[config.mk]
export PLATFORM = sky130hd
export DESIGN_NAME = muxn_rr_arbiter
export DESIGN_NICKNAME = d
export VERILOG_FILES = /design/src/rtl/muxn_rr_arbiter.sv
export SDC_FILE = /design/constraint.sdc
export NUM_CORES = 1
export LEC_CHECK = 0
export BUFFER_PORTS_ARGS = -buffer_cell sky130_fd_sc_hd__buf_2
export CORE_AREA = 2 2 39 41
export DETAILED_ROUTE_END_ITERATION = 8
export DIE_AREA = 0 0 41 43
export PLACE_DENSITY = 0.37
export SLEW_MARGIN = 20
export SYNTH_ARGS = -nofsm -noshare
export SYNTH_HDL_FRONTEND = slang
export SYNTH_SLANG_ARGS = --single-unit
[constraint.sdc]
create_clock -name CLK -period 0.9 [get_ports CLK]
set_clock_uncertainty 0.1 [all_clocks]
set_input_delay 0.135 -clock CLK [delete_from_list [all_inputs] [get_ports CLK]]
set_output_delay 0.135 -clock CLK [all_outputs]
set_load 0.1 [all_outputs]
[src/rtl/muxn_rr_arbiter.sv]
// Round-robin arbiter that steers one of N valid/ready requesters through a shared N:1 mux
// into a single-entry registered output stage.
module muxn_rr_arbiter #(
    parameter int unsigned N     = 2,
    parameter int unsigned WIDTH = 1,
    parameter int unsigned SEL_W = (N > 1) ? $clog2(N) : 1
) (
    input  logic                 CLK,
    input  logic                 RESETN,
    input  logic [N-1:0]         in_valid,
    input  logic [N*WIDTH-1:0]   in_data,
    output logic [N-1:0]         in_ready,
    output logic                 out_valid,
    output logic [WIDTH-1:0]     out_data,
    output logic [SEL_W-1:0]     out_sel,
    input  logic                 out_ready
);

    typedef enum logic {StEmpty, StFull} state_e;

    state_e           state_q;
    logic [SEL_W-1:0] ptr_q, ptr_d;
    logic [SEL_W-1:0] sel_q;
    logic [WIDTH-1:0] data_q;
    logic [SEL_W-1:0] grant_idx;
    logic [WIDTH-1:0] mux_out;
    logic             found;
    logic             slot_free;
    logic             grant;

    // Scan ptr, ptr+1, ... wrapping modulo N; the first asserted in_valid wins.
    always_comb begin
        found     = 1'b0;
        grant_idx = '0;
        for (int unsigned k = 0; k < N; k++) begin
            for (int unsigned i = 0; i < N; i++) begin
                if (!found && in_valid[i] && ((32'(ptr_q) + k) % N) == i) begin
                    found     = 1'b1;
                    grant_idx = SEL_W'(i);
                end
            end
        end
    end

    // Shared N:1 data mux driven by the grant index.
    always_comb begin
        mux_out = '0;
        for (int unsigned i = 0; i < N; i++) begin
            if (grant_idx == SEL_W'(i)) begin
                mux_out = in_data[i*WIDTH +: WIDTH];
            end
        end
    end

    assign slot_free = (state_q == StEmpty) | out_ready;
    assign grant     = RESETN & found & slot_free;
    assign ptr_d     = (grant_idx == SEL_W'(N - 1)) ? '0 : grant_idx + 1'b1;

    always_comb begin
        in_ready = '0;
        for (int unsigned i = 0; i < N; i++) begin
            in_ready[i] = grant && (grant_idx == SEL_W'(i));
        end
    end

    always_ff @(posedge CLK) begin
        if (!RESETN) begin
            state_q <= StEmpty;
            ptr_q   <= '0;
            sel_q   <= '0;
            data_q  <= '0;
        end else if (grant) begin
            state_q <= StFull;
            ptr_q   <= ptr_d;
            sel_q   <= grant_idx;
            data_q  <= mux_out;
        end else if (out_ready) begin
            state_q <= StEmpty;
        end
    end

    assign out_valid = (state_q == StFull);
    assign out_data  = data_q;
    assign out_sel   = sel_q;

endmodule
-- After elaboration in Yosys (flattened, before gate mapping)
Index checks and enable logic that the tools add are counted.
Widths: inputs -> output; s select.
- input bits: 7
- output and inout bits: 5
- word-level logic and storage cells: 37
- bits in registers: 4
- bitwise logic cells: 5
- multiplexer cells: 11
- reductions and logical operators: 15
- add/sub/neg operators: 2
- operators by type and width (kind ; number):
    $logic_not 32->1 ; 2
    $mux 1 ; 11
    $logic_and 1x1->1 ; 9
    $logic_not 1->1 ; 3
    $add 1x1->1 const B ; 2
    $and 1x1->1 ; 2
    $not 1->1 ; 2
    $reduce_bool 2->1 ; 1
    $or 1x1->1 ; 1

-- Logic depth before layout (Yosys ltp)
- depth after elaboration: 18
- mapped depth: 3
- mapped depth without buffers: 3

-- Worst setup path after synthesis
OpenSTA, ideal clock, no wires.
- path kind: reg-to-output
- start: register state_q, in the netlist out_valid
- end: output in_ready[0]
- setup slack: -2421 ps
- data required time: 665 ps
- cell stages (with the launch flop): 3
- arrival: 3086 ps
- buffers on the path: 0
- cells stage by stage: dfxtp_1 and2b_1 nor3_1
- cells in the longest elaborated chain, start to end: 4
- RTL lines (what ; RTL line ; RTL):
    from (decl) ; 21 ; state_e state_q;
    from (signal assigned) ; 68 ; state_q <= StEmpty;
    from (signal assigned) ; 73 ; state_q <= StFull;
    from (signal assigned) ; 78 ; state_q <= StEmpty;
    $not 1->1 ; 55 ; assign slot_free = (state_q == StEmpty) | out_ready;
    $or 1x1->1 ; 55 ;
    $and 1x1->1 ; 56 ; assign grant = RESETN & found & slot_free;
    $logic_and 1x1->1 ; 62 ; in_ready[i] = grant && (grant_idx == SEL_W'(i));
    to (decl) ; 12 ; output logic [N-1:0] in_ready,
No other way between the ends.

-- Worst setup path in the final report
- start: register ptr_q
- end: output in_ready[0]
- cells in the longest elaborated chain, start to end: 18
- elaborated cells between the ends (all ways): 24
- classes of those cells: add/sub (1); mux (7); bitwise (3); reduce/logical (13)
- RTL lines (what ; RTL line ; RTL):
    from (decl) ; 22 ; logic [SEL_W-1:0] ptr_q, ptr_d;
    from (signal assigned) ; 74 ; ptr_q <= ptr_d;
    $logic_not 32->1 ; 37 ; if (!found && in_valid[i] && ((32'(ptr_q) + k) % N) == i) begin
    $logic_and 1x1->1 ; 37 ;
    $mux 1 ; 37 ;
    $logic_not 1->1 ; 37 ;
    $logic_and 1x1->1 (2 in a row) ; 37 ;
    $mux 1 ; 37 ;
    $logic_not 1->1 ; 37 ;
    $logic_and 1x1->1 (2 in a row) ; 37 ;
    $mux 1 ; 37 ;
    $logic_not 1->1 ; 37 ;
    $logic_and 1x1->1 (2 in a row) ; 37 ;
    $mux 1 ; 37 ;
    $and 1x1->1 (2 in a row) ; 56 ;
    $logic_and 1x1->1 * ; 62 ;
Every way passes the cells marked *; elsewhere a longest branch is shown, timed or not.

==> impl_metrics.csv <==
group,metric,value,unit
synth,yosys.area.top_type_share,39.51,%
global_routing,grt_util_all_layers,9.127,%
cts,cts-root-buf,"clkbuf_4",
layout,fillCellCount,157,
critical_path,cp-start-kind,"flip-flop",
die,die_h,43,µm
cts,clk_pin_slew,0.04,ns
timing,slew_headroom,84.18,%
power_and_ir_drop,power.share.switching,37.05,%
power_and_ir_drop,clkPwrFrac,34.5,%
global_routing,grt_max_degree,6,
timing,grt_setup_unrepaired,"yes",
synth,synthTopCellsByArea,"dfxtp_1 (40%), nand2b_4 (6.8%), nand4_1 (6.2%)",
run,drv_cap,0,
global_routing,grt_first_pass_wirelength,1028,µm
placed_design,dp_hpwl,495.5,µm
routing,num_vias,247,
critical_path,crit_path_max_fanout,4,
die,fp.dieW,41,µm
die,initial_core_util,14.65,%
synth,syn_avg_cell_area,8.108,µm²
die,ios,12,
layout,multi_input_comb_area,166.4,µm²
timing,fin_setup_tns,-1.614,ns
power_and_ir_drop,power_density,1565,nW/µm²
routing,drc,0,
routing,dr.pass1.iters,1,
power_and_ir_drop,ir_drop,0.7142,mV
synth,async_flop_share,0,%
timing,finalHoldViolCount,0,
synth,synth_area,202.7,µm²
timing,timing.fmax,0.7206,GHz
global_routing,grt_pass1_vias,253,
timing,timing.final.ws_setup,-0.4877,ns
placed_design,gp_congestion,0.7266,
power_and_ir_drop,power_frac_seq,27.4,%
global_routing,antenna_found_initial,0,
cts,ctsHoldBuffers,0,
timing,setup_viol,8,
routing,drt_iter0_drc,0,
synth,synth_edf_count,0,
power_and_ir_drop,power_frac_comb,38.1,%
timing,fin_crit,1.388,ns
run_status,outcome,"complete, but fails checks",
synth,ys_warn_count,0,
die,dieArea,1763,µm²
global_routing,overflow,0,
layout,regArea,87.58,µm²
critical_path,r2r_slack,-0.11,ns
synth,netlist_instances,25,
synth,syn_nets,32,
synth,ys_seq_area_share,39.51,%
power_and_ir_drop,p_int,0.4793,mW
synth,synth.ff_latch_count,4,
cts,numCtsBuffers,3,
die,core_area,1384,µm²
synth,synth.distinct_cells,17,
cts,h-tree-depth,1,
worst_hold_path,hold_depth,3,
run_status,violations,"negative setup slack",
cts,clock_sinks,4,
die,num_rows,14,
layout,final_area,486.7,µm²
worst_hold_path,hold_path.class,"input pin to flip-flop",
layout,antennaDiodeCount,0,
timing,tightest_slew,0.2370,ns
timing,drv_slew,0,
timing,finalCritPeriodShare,154.2,%
synth,yosysTopAreaCell,"dfxtp_1",
placed_design,dpl_cell_area,435.4,µm²
critical_path,crit_required,0.66,ns
placed_design,pre_cts_slack,-0.3011,ns
cts,clock_path_buffers,2,
critical_path,criticalPathCategory,"flip-flop to output pin",
power_and_ir_drop,power.leakage,0.2078,nW
cts,insertion_delay,0.25,ns
routing,wl,650,µm
routing,viasPerCell,3.984,
cts,cts_tree,"built",
power_and_ir_drop,p_sw,0.2822,mW
critical_path,cp.arrival,1.15,ns
layout,final_nets,54,
critical_path,worstRegToRegCells,4,
layout,area_delta_synth_final,140.1,%
critical_path,cp-end-kind,"output pin",
placed_design,io_buffers,11,
layout,layout-drive-gt1-share,71.74,%
synth,yosys.cell_count.top_type,"dfxtp_1",
routing,ant_nets,0,
routing,wl_per_cell,10.48,µm
synth,synth_ff_type,"dfxtp_1",
## worst max-delay path, cell delays in order (launching register included)
cell and delay [ns]:
dfxtp_2 0.34, nand2_1 0.10, nand2_2 0.08, nor3_4 0.19
buf_12 0.20
## power groups by stage
stage	Clock (mW)	Sequential, mW	Combinational (mW)
after global routing	0.286	0.211	0.306
after global placement	0	0.208	0.275
after CTS	0.273	0.208	0.281
final	0.263	0.209	0.290
after detailed placement	0	0.209	0.276
after floorplan	0	0.273	0.0957
## sequential cells by signal (all words and copies together) (netlist names)
signal / count
out_data: 1
out_sel: 1
out_valid: 1
ptr_q: 1
## kinds of logic (layout without fill, tap and decap cells)
kind of cell    Yosys count  in the layout  share of synthesized area, %
simple gates             12             12                         35.19
compound gates            7              7                         21.60
flops                     4              4                         39.51
buf+inv                   2             23                         3.705
## area by class of cell
type / count / area share, %
Sequential cell: 4 / 17.99
Clock buffer: 4 / 5.398
Multi-Input combinational cell: 19 / 34.19
Timing Repair Buffer: 17 / 36.76
Tap cell: 16 / 4.113
Inverter: 2 / 1.542
## layout by cell type (no fill, tap or decap)
cell type,n
o21ai_1,2
inv_1,2
nand2b_4,2
buf_4,5
buf_6,1
a31oi_1,1
a21oi_1,1
nor2_4,1
clkbuf_4,3
and2b_1,1
a21oi_2,2
nor2_1,1
nor3_4,1
buf_12,5
clkbuf_1,1
dfxtp_4,1
nand4_1,2
and2_1,1
a311oi_2,1
dfxtp_2,3
nand2_1,1
nand2_2,1
nand3_4,1
buf_2,6
## final timing paths
check	end	startpoint
hold / removal	out_data$_SDFFE_PN0P_	in_data[1]
hold reg to reg	out_sel$_SDFFE_PN0P_	out_sel$_SDFFE_PN0P_
setup reg to reg	ptr_q$_SDFFE_PN0P_	out_valid$_SDFFE_PN0P_
setup / recovery	in_ready[0]	ptr_q$_SDFFE_PN0P_
## through the flow
| stage | power [mW] | hold WS [ns] | util, % | instances |
|---|---|---|---|---|
| after floorplan | 0.3689 | 0.1530 | - | 25 |
| after global placement | 0.4828 | 0.3382 | 31.46 | 58 |
| after detailed placement | 0.4853 | 0.3490 | 31.46 | 58 |
| after CTS | 0.7616 | 0.08125 | 34.00 | 62 |
| after global routing | 0.8031 | 0.1255 | 35.17 | 62 |
| final | 0.7615 | 0.08456 | 35.17 | 62 |
## metal layers
metal,GRT usage (%),vias up,share of wire [%]
met5,0,-,0
met2,10.63,10,54
met1,12.50,104,35
met3,3.141,2,7.5
li1,-,131,-
met4,8.000,0,2.9
## timing repair
item / in CTS / in global routing
setup buffers: 0 / 0
hold endpoints to repair: 0 / 0
endpoints found under the setup margin: 8 / 9
gates resized for setup: 2 / 5
pin swaps: 3 / 0
No activity file was read; power rests on OpenSTA's default activity.
